<file path="config.mk">
export PLATFORM = sky130hd
export DESIGN_NAME = tex_spi_reader
export DESIGN_NICKNAME = d
export VERILOG_FILES = /design/src/rtl/tex_spi_reader.sv
export SDC_FILE = /design/constraint.sdc
export NUM_CORES = 1
export LEC_CHECK = 0
export CAP_MARGIN = 10
export CORE_MARGIN = 3
export CORE_UTILIZATION = 52
export DETAILED_ROUTE_END_ITERATION = 10
export PLACE_DENSITY = 0.78
export SYNTH_ARGS = -nofsm -noshare
export SYNTH_HDL_FRONTEND = slang
export SYNTH_SLANG_ARGS = --single-unit
</file>
<file path="constraint.sdc">
create_clock -name i_clk -period 1.85 [get_ports i_clk]
set_input_delay 0.4625 -clock i_clk [delete_from_list [all_inputs] [get_ports i_clk]]
set_output_delay 0.4625 -clock i_clk [all_outputs]
set_load 0.005 [all_outputs]
</file>
<file path="src/rtl/tex_spi_reader.sv">
// Quad-output fast-read (0x6B) byte fetcher for the texture SPI flash; SCLK = i_clk/2.
// Optional single-entry byte cache under TEX_SPI_BYTE_CACHE_EN; without it every request goes to flash.
module tex_spi_reader #(
  parameter logic [7:0] CMD          = 8'h6B,
  parameter int         DUMMY_CYCLES = 8
) (
  input  logic        i_clk,
  input  logic        i_reset,
  input  logic        i_req_valid,
  input  logic [23:0] i_req_addr,
  output logic        o_req_ready,
  output logic        o_data_valid,
  output logic [7:0]  o_data,
  output logic        o_tex_csb,
  output logic        o_tex_sclk,
  output logic        o_tex_out0,
  output logic        o_tex_oeb,
  input  logic [3:0]  i_tex_in
);

  typedef enum logic [2:0] {
    S_IDLE,
    S_CMD,
    S_ADDR,
    S_DUMMY,
    S_DATA,
    S_DONE
  } state_t;

  state_t      state_q;
  logic        phase_q;
  logic [4:0]  cnt_q;
  logic [31:0] shreg_q;
  logic [3:0]  nib_q;
  logic        csb_q;
  logic        sclk_q;
  logic        out0_q;
  logic        oeb_q;
  logic        valid_q;
  logic [7:0]  data_q;
  logic        ready_q;

`ifdef TEX_SPI_BYTE_CACHE_EN
  logic        cache_vld_q;
  logic [23:0] cache_addr_q;
  logic [7:0]  cache_dat_q;
  logic [23:0] addr_q;
`endif

  always_ff @(posedge i_clk) begin
    if (i_reset) begin
      state_q <= S_IDLE;
      phase_q <= 1'b0;
      cnt_q   <= 5'd0;
      shreg_q <= 32'd0;
      nib_q   <= 4'd0;
      csb_q   <= 1'b1;
      sclk_q  <= 1'b0;
      out0_q  <= 1'b0;
      oeb_q   <= 1'b1;
      valid_q <= 1'b0;
      data_q  <= 8'd0;
      ready_q <= 1'b1;
`ifdef TEX_SPI_BYTE_CACHE_EN
      cache_vld_q  <= 1'b0;
      cache_addr_q <= 24'd0;
      cache_dat_q  <= 8'd0;
      addr_q       <= 24'd0;
`endif
    end else begin
      case (state_q)
        S_IDLE: begin
          valid_q <= 1'b0;
          if (i_req_valid) begin
            ready_q <= 1'b0;
`ifdef TEX_SPI_BYTE_CACHE_EN
            addr_q  <= i_req_addr;
            if (cache_vld_q && (cache_addr_q == i_req_addr)) begin
              state_q <= S_DONE;
              valid_q <= 1'b1;
              data_q  <= cache_dat_q;
            end else
`endif
            begin
              state_q <= S_CMD;
              shreg_q <= {CMD, i_req_addr};
              csb_q   <= 1'b0;
              out0_q  <= CMD[7];
              oeb_q   <= 1'b0;
              phase_q <= 1'b0;
              cnt_q   <= 5'd0;
            end
          end
        end
        S_DONE: begin
          valid_q <= 1'b0;
          ready_q <= 1'b1;
          state_q <= S_IDLE;
        end
        default: begin
          if (!phase_q) begin
            phase_q <= 1'b1;
            sclk_q  <= 1'b1;
          end else begin
            // End of the high phase: advance to the next bit and present it on io0.
            phase_q <= 1'b0;
            sclk_q  <= 1'b0;
            cnt_q   <= cnt_q + 5'd1;
            shreg_q <= {shreg_q[30:0], 1'b0};
            out0_q  <= shreg_q[30];
            case (state_q)
              S_CMD: begin
                if (cnt_q == 5'd7) begin
                  state_q <= S_ADDR;
                  cnt_q   <= 5'd0;
                end
              end
              S_ADDR: begin
                if (cnt_q == 5'd23) begin
                  state_q <= S_DUMMY;
                  cnt_q   <= 5'd0;
                  oeb_q   <= 1'b1;
                  out0_q  <= 1'b0;
                end
              end
              S_DUMMY: begin
                out0_q <= 1'b0;
                if (cnt_q == 5'(DUMMY_CYCLES - 1)) begin
                  state_q <= S_DATA;
                  cnt_q   <= 5'd0;
                end
              end
              S_DATA: begin
                out0_q <= 1'b0;
                if (cnt_q == 5'd0) begin
                  nib_q <= i_tex_in;
                end else begin
                  data_q  <= {nib_q, i_tex_in};
                  valid_q <= 1'b1;
                  csb_q   <= 1'b1;
                  state_q <= S_DONE;
`ifdef TEX_SPI_BYTE_CACHE_EN
                  cache_vld_q  <= 1'b1;
                  cache_addr_q <= addr_q;
                  cache_dat_q  <= {nib_q, i_tex_in};
`endif
                end
              end
              default: ;
            endcase
          end
        end
      endcase
    end
  end

  assign o_req_ready  = ready_q;
  assign o_data_valid = valid_q;
  assign o_data       = data_q;
  assign o_tex_csb    = csb_q;
  assign o_tex_sclk   = sclk_q;
  assign o_tex_out0   = out0_q;
  assign o_tex_oeb    = oeb_q;

endmodule

</file>
# Word-level counts from Yosys, hierarchy flattened
# Cells that the tools add are included.
[totals] input_bits=31 regBits=58 word_cells=84 out_inout_bits=14
[classes] reduce_logical=22 eq_ne=13 bitwise_logic=3 add_sub_neg=1 mux=33
[ops] operator="31-bit two-way mux" n=2
[ops] operator="31-bit one-hot mux with 2 select lines" n=1
[ops] operator="5-bit two-way mux" n=4
[ops] operator="5-bit one-hot mux with 2 select lines" n=2
[ops] operator="3-bit two-way mux" n=6
[ops] operator="4-bit inequality test (second input constant)" n=3
[ops] operator="1-bit one-hot mux with 2 select lines" n=6
[ops] operator="3-bit one-hot mux with 4 select lines" n=1
[ops] operator="1-bit two-way mux" n=10
[ops] operator="5-bit AND reduction" n=2
[ops] operator="2-bit nonzero test" n=5
[ops] operator="4-bit AND reduction" n=2
[ops] operator="7-bit AND reduction" n=1
[ops] operator="3-bit by 2-bit equality test with 1-bit output (second input constant)" n=2
[ops] operator="3-bit equality test (second input constant)" n=2
[ops] operator="3-bit one-hot mux with 2 select lines" n=1
[ops] operator="3-bit AND reduction" n=2
[ops] operator="6-bit nonzero test" n=1
[ops] operator="2-bit OR reduction" n=3
[ops] operator="5-bit by 1-bit adder with 5-bit output (second input constant)" n=1
[ops] operator="5-bit by 3-bit equality test with 1-bit output (second input constant)" n=1
[ops] operator="5-bit equality test (second input constant)" n=1
[ops] operator="5-bit zero test" n=1
[ops] operator="4-bit by 2-bit inequality test with 1-bit output (second input constant)" n=1
[ops] operator="8 further kinds" n=11

# Longest topological paths before layout
[logic_depth] depth_word=5 depth_mapped=7 ltp_nobuf=6

# Least setup slack after synthesis
# OpenSTA, ideal clock, no wires.
[synth_path] kind="flip-flop to flip-flop" start="register state_q[1]" end="register shreg_q[6]" path_stages_with_launch=8 slack_ps=220 period_less_slack_ps=1630 setup_ps=88 required_ps=1762 arrival_time_ps=1542 path_buffers=3 cell_sequence="dfxtp_1 -> buf_6 -> or3_1 -> buf_2 -> o22ai_4 -> buf_6 -> nor3_1 -> a311oi_2"
[synth_between] elab_chain_len=3 elab_cells_between_ends=7 classes_between="2 x eq/ne; 1 x mux; 1 x bitwise; 3 x reduce/logical"
[synth_lines] element="from (decl)" line_no="30" text="state_t state_q;"
[synth_lines] element="from (signal assigned)" line_no="52" text="state_q <= S_IDLE;"
[synth_lines] element="from (signal assigned)" line_no="85" text="state_q <= S_CMD;"
[synth_lines] element="from (signal assigned)" line_no="98" text="state_q <= S_IDLE;"
[synth_lines] element="3-bit zero test or 3-bit equality test (tied branches)" line_no="71" text="case (state_q)"
[synth_lines] element="2-bit inequality test (no source line) (tied with other cells)"
[synth_lines] element="3-bit AND reduction (no source line)"
[synth_lines] element="to (signal assigned)" line_no="86" text="shreg_q <= {CMD, i_req_addr};"
[synth_lines] element="to (signal assigned)" line_no="109" text="shreg_q <= {shreg_q[30:0], 1'b0};"
[synth_lines] element="to (decl)" line_no="33" text="logic [31:0] shreg_q;"
# Parallel ways exist; a longest one is shown, timed or not.
# A chain may end at the register's enable or synchronous reset.

# Worst setup path in the final report
[layout_path] start="register ready_q (netlist: o_req_ready)" end="output o_req_ready"
[layout_lines] element="from (decl)" line_no="41" text="logic ready_q;"
[layout_lines] element="from (signal assigned)" line_no="63" text="ready_q <= 1'b1;"
[layout_lines] element="from (signal assigned)" line_no="75" text="ready_q <= 1'b0;"
[layout_lines] element="from (signal assigned)" line_no="97" text="ready_q <= 1'b1;"
[layout_lines] element="to (decl)" line_no="11" text="output logic o_req_ready,"
# No word-level cell between the ends.

==> impl_results.md <==
- CTS tree: built
- Hold depth: 2
- Root buf cell: clkbuf_8
- Worst-path fanout max: 3
- Starting utilization of the core area: 55.19%
- Pin count of the biggest net entering global routing: 29
- Post-CTS Repair Setup Buffers: 0
- Unique cell type count in the Yosys netlist: 45
- Antenna violations before repair: 0
- Pwr dens: 867.2 nW/µm²
- Sink Count: 58
- H-tree Lvls: 3
- Via-per-instance ratio: between 5 and 6
- Final period utilization: 89.40%
- Max_slew headroom: approximately three quarters
- Syn_nets: 344
- Die area: 6007 µm²
- Worst R2R End: o_data[5]
- Maximum clock frequency: 0.6046 GHz
- Post-synth EDFFs: 0
- Clk_lat worst skew: roughly 330 ps
- Die W: 77.51 µm
- Final setup fails: 0
- Die height: about 78 µm
- Critical path's slowest cell: clkdlybuf4s50_1
- Ys flop type: dfxtp_1
- CTS buffer count: 9
- GRT Util Overall: 22.72%
- Post-CTS sizing: 0
- Slowest stage delay, CP: 510 ps
- Max clock buf depth: 2
- Post-Route WL: 6297 µm
- # IOs: 45
- Leak: 1.375 nW
- Nets: 397
- Count of final hold-check violations: 0
- Max IR drop VDD: 0.0008372 V
- I/O Buffers: 44
- Crit Path Category: register to output port
- Synthesis-to-layout area growth: 31.25%
- Maxcap violations: 0
- Commonest cells after routing, fill and taps aside: 58 x dfxtp_1, 55 x nand2_1, 43 x clkdlybuf4s50_1
- TNS Setup: 0 ps
- First-pass GRT wire length: around 11000 µm
- DR DRC count: 0
- Sequential element share of the synthesized area: 43.67%
- DRT iter0 DRCs: 146
- Cts hold-fix bufs: 0
- Routed wire per std cell: around 14 µm
- Endpoint, Worst Hold: shreg_q[0]
- Worst-margin pin slew: 346.9 ps
- RSZ-0062 raised after global routing: no
- WHS: between 400 and 500 ps
- Status: finished clean
- Core area: 4817 µm²
- Flop-to-flop setup slack: 200 ps
- Worst min path class: input pin to register
- Worst Setup End Kind: output port
- Routed vias: roughly 2.5k
- Synthesis Warnings: 0
- Mapped Area: 2659 µm²
- Grt ovf: 0
- HP Start: i_reset
- Final core occ: 72.44%
- Avg Inst Size Synth: 8.549 µm²
- Yosys reg bits: 58
- Fin crit period: 1654 ps
- CP required: 1390 ps
- Final Max Slew Viols: 0
- Post-DP HPWL: about 4200 µm
- Worst reg2reg path depth: 7
- DRT antenna net count: 0
- Critical Path, Cell by Cell: clkdlybuf4s50_1
- DR pass1 iterations: 4
- Number of global-route vias before repair: 2331
- Levels on crit path: 1
- Row count: 25
- Commonest non-fill, non-tap cell in the layout: dfxtp_1
- Layout Skew: 6.558 ps
- CTS clk-pin slew, worst paths: 60 ps
- Startpoint Class: register
- CP Buf/Inv Count: 1
- Gpl congestion: ~0.81
- Inserted Diodes: 0
- CP top delay family: buffers and inverters
- Fraction of registers with async set/reset: 0%
- Critical Path AT: 1190 ps
- RR Startpoint: cnt_q[0]
- Ratio of cells with drive above 1 in the final layout: 13.82%
- Synth Instances: 311
power breakdown:
part | internal, W | total (W) | switching, W
registers | 0.00133 | 0.00138 | 0.0000509
clock network | 0.000687 | 0.00118 | 0.000492
logic | 0.000236 | 0.000463 | 0.000226
cells by family (layout without fill, tap and decap cells):
| family | Yosys count | after routing | synth area share [%] |
|---|---|---|---|
| DFF | 58 | 58 | 43.67 |
| and+or+nand+nor | 139 | 139 | 24.14 |
| AOI/OAI and AO/OA | 62 | 62 | 19.34 |
| adders and majority gates | 2 | 2 | 0.9410 |
| xor gates and xnor gates | 3 | 3 | 0.9884 |
| buffers and inverters | 35 | 93 | 6.400 |
| muxes | 12 | 12 | 4.518 |
state kept, by name, summed over array words and instances, names as in the netlist:
| name | count |
|---|---|
| o_tex_sclk | 1 |
| shreg_q | 31 |
| phase_q | 1 |
| o_tex_oeb | 1 |
| nib_q | 4 |
| o_tex_out0 | 1 |
| o_data | 8 |
| cnt_q | 5 |
| o_data_valid | 1 |
| state_q | 3 |
| o_req_ready | 1 |
| o_tex_csb | 1 |
synthesized netlist by cell type, drive strengths merged (2+ instances only):
library cell	count	area share, %
inv	7	0.99
a21oi	8	1.5
ha	2	0.94
nand3	7	1.3
o211ai	3	0.85
a211oi	7	2.0
nor3	35	6.8
nor2b	3	0.71
nor4b	2	0.66
o311a	2	0.75
o21ai	6	1.3
nand4b	3	0.99
o22ai	3	1.2
nor2	26	3.7
mux2i	12	4.5
and4	2	0.66
buf	12	3.2
dfxtp	58	44
a311oi	23	8.3
nand2	55	7.8
clkbuf	16	2.3
xnor2	2	0.66
area by class of cell:
type	count	area (µm²)
well taps	67	83.83
clock buffers	11	151.4
fillers	389	1328
flip-flops and latches	58	1161
clock inverters	5	52.55
repair buffers	70	680.7
multi-input cells	218	1334
inverters	7	26.28
layer usage:
| layer | track usage (%) | up-vias | part of all wire (%) |
|---|---|---|---|
| li1 | - | 1233 | - |
| met1 | 29.07 | 1173 | 45 |
| met2 | 35.41 | 74 | 47 |
| met3 | 8.121 | 12 | 6.5 |
| met4 | 8.007 | 0 | 1.5 |
| met5 | 0 | - | 0 |
stage by stage:
step / cell area, µm² / worst slack, ps / instances / total power [W]
after global placement: 3286 / 10.88 / 420 / 0.001859
after detailed placement: 3286 / -72.09 / 420 / 0.001869
after global routing: 3490 / 50.70 / 436 / 0.003169
after CTS: 3490 / 164.9 / 436 / 0.003052
after floorplan: 2659 / 220.3 / 311 / 0.001682
final: 3490 / 196.1 / 436 / 0.003026
worst max-delay path by stage:
stage                           start          end  slack [ps]
after floorplan            state_q[1]   shreg_q[6]         220
after global placement    i_req_valid   shreg_q[5]          10
after detailed placement  i_req_valid   shreg_q[4]         -70
after CTS                   o_data[4]    o_data[4]         160
after global routing         cnt_q[0]    o_data[5]          50
final                     o_req_ready  o_req_ready         200
(Power assumes the default switching activity.)
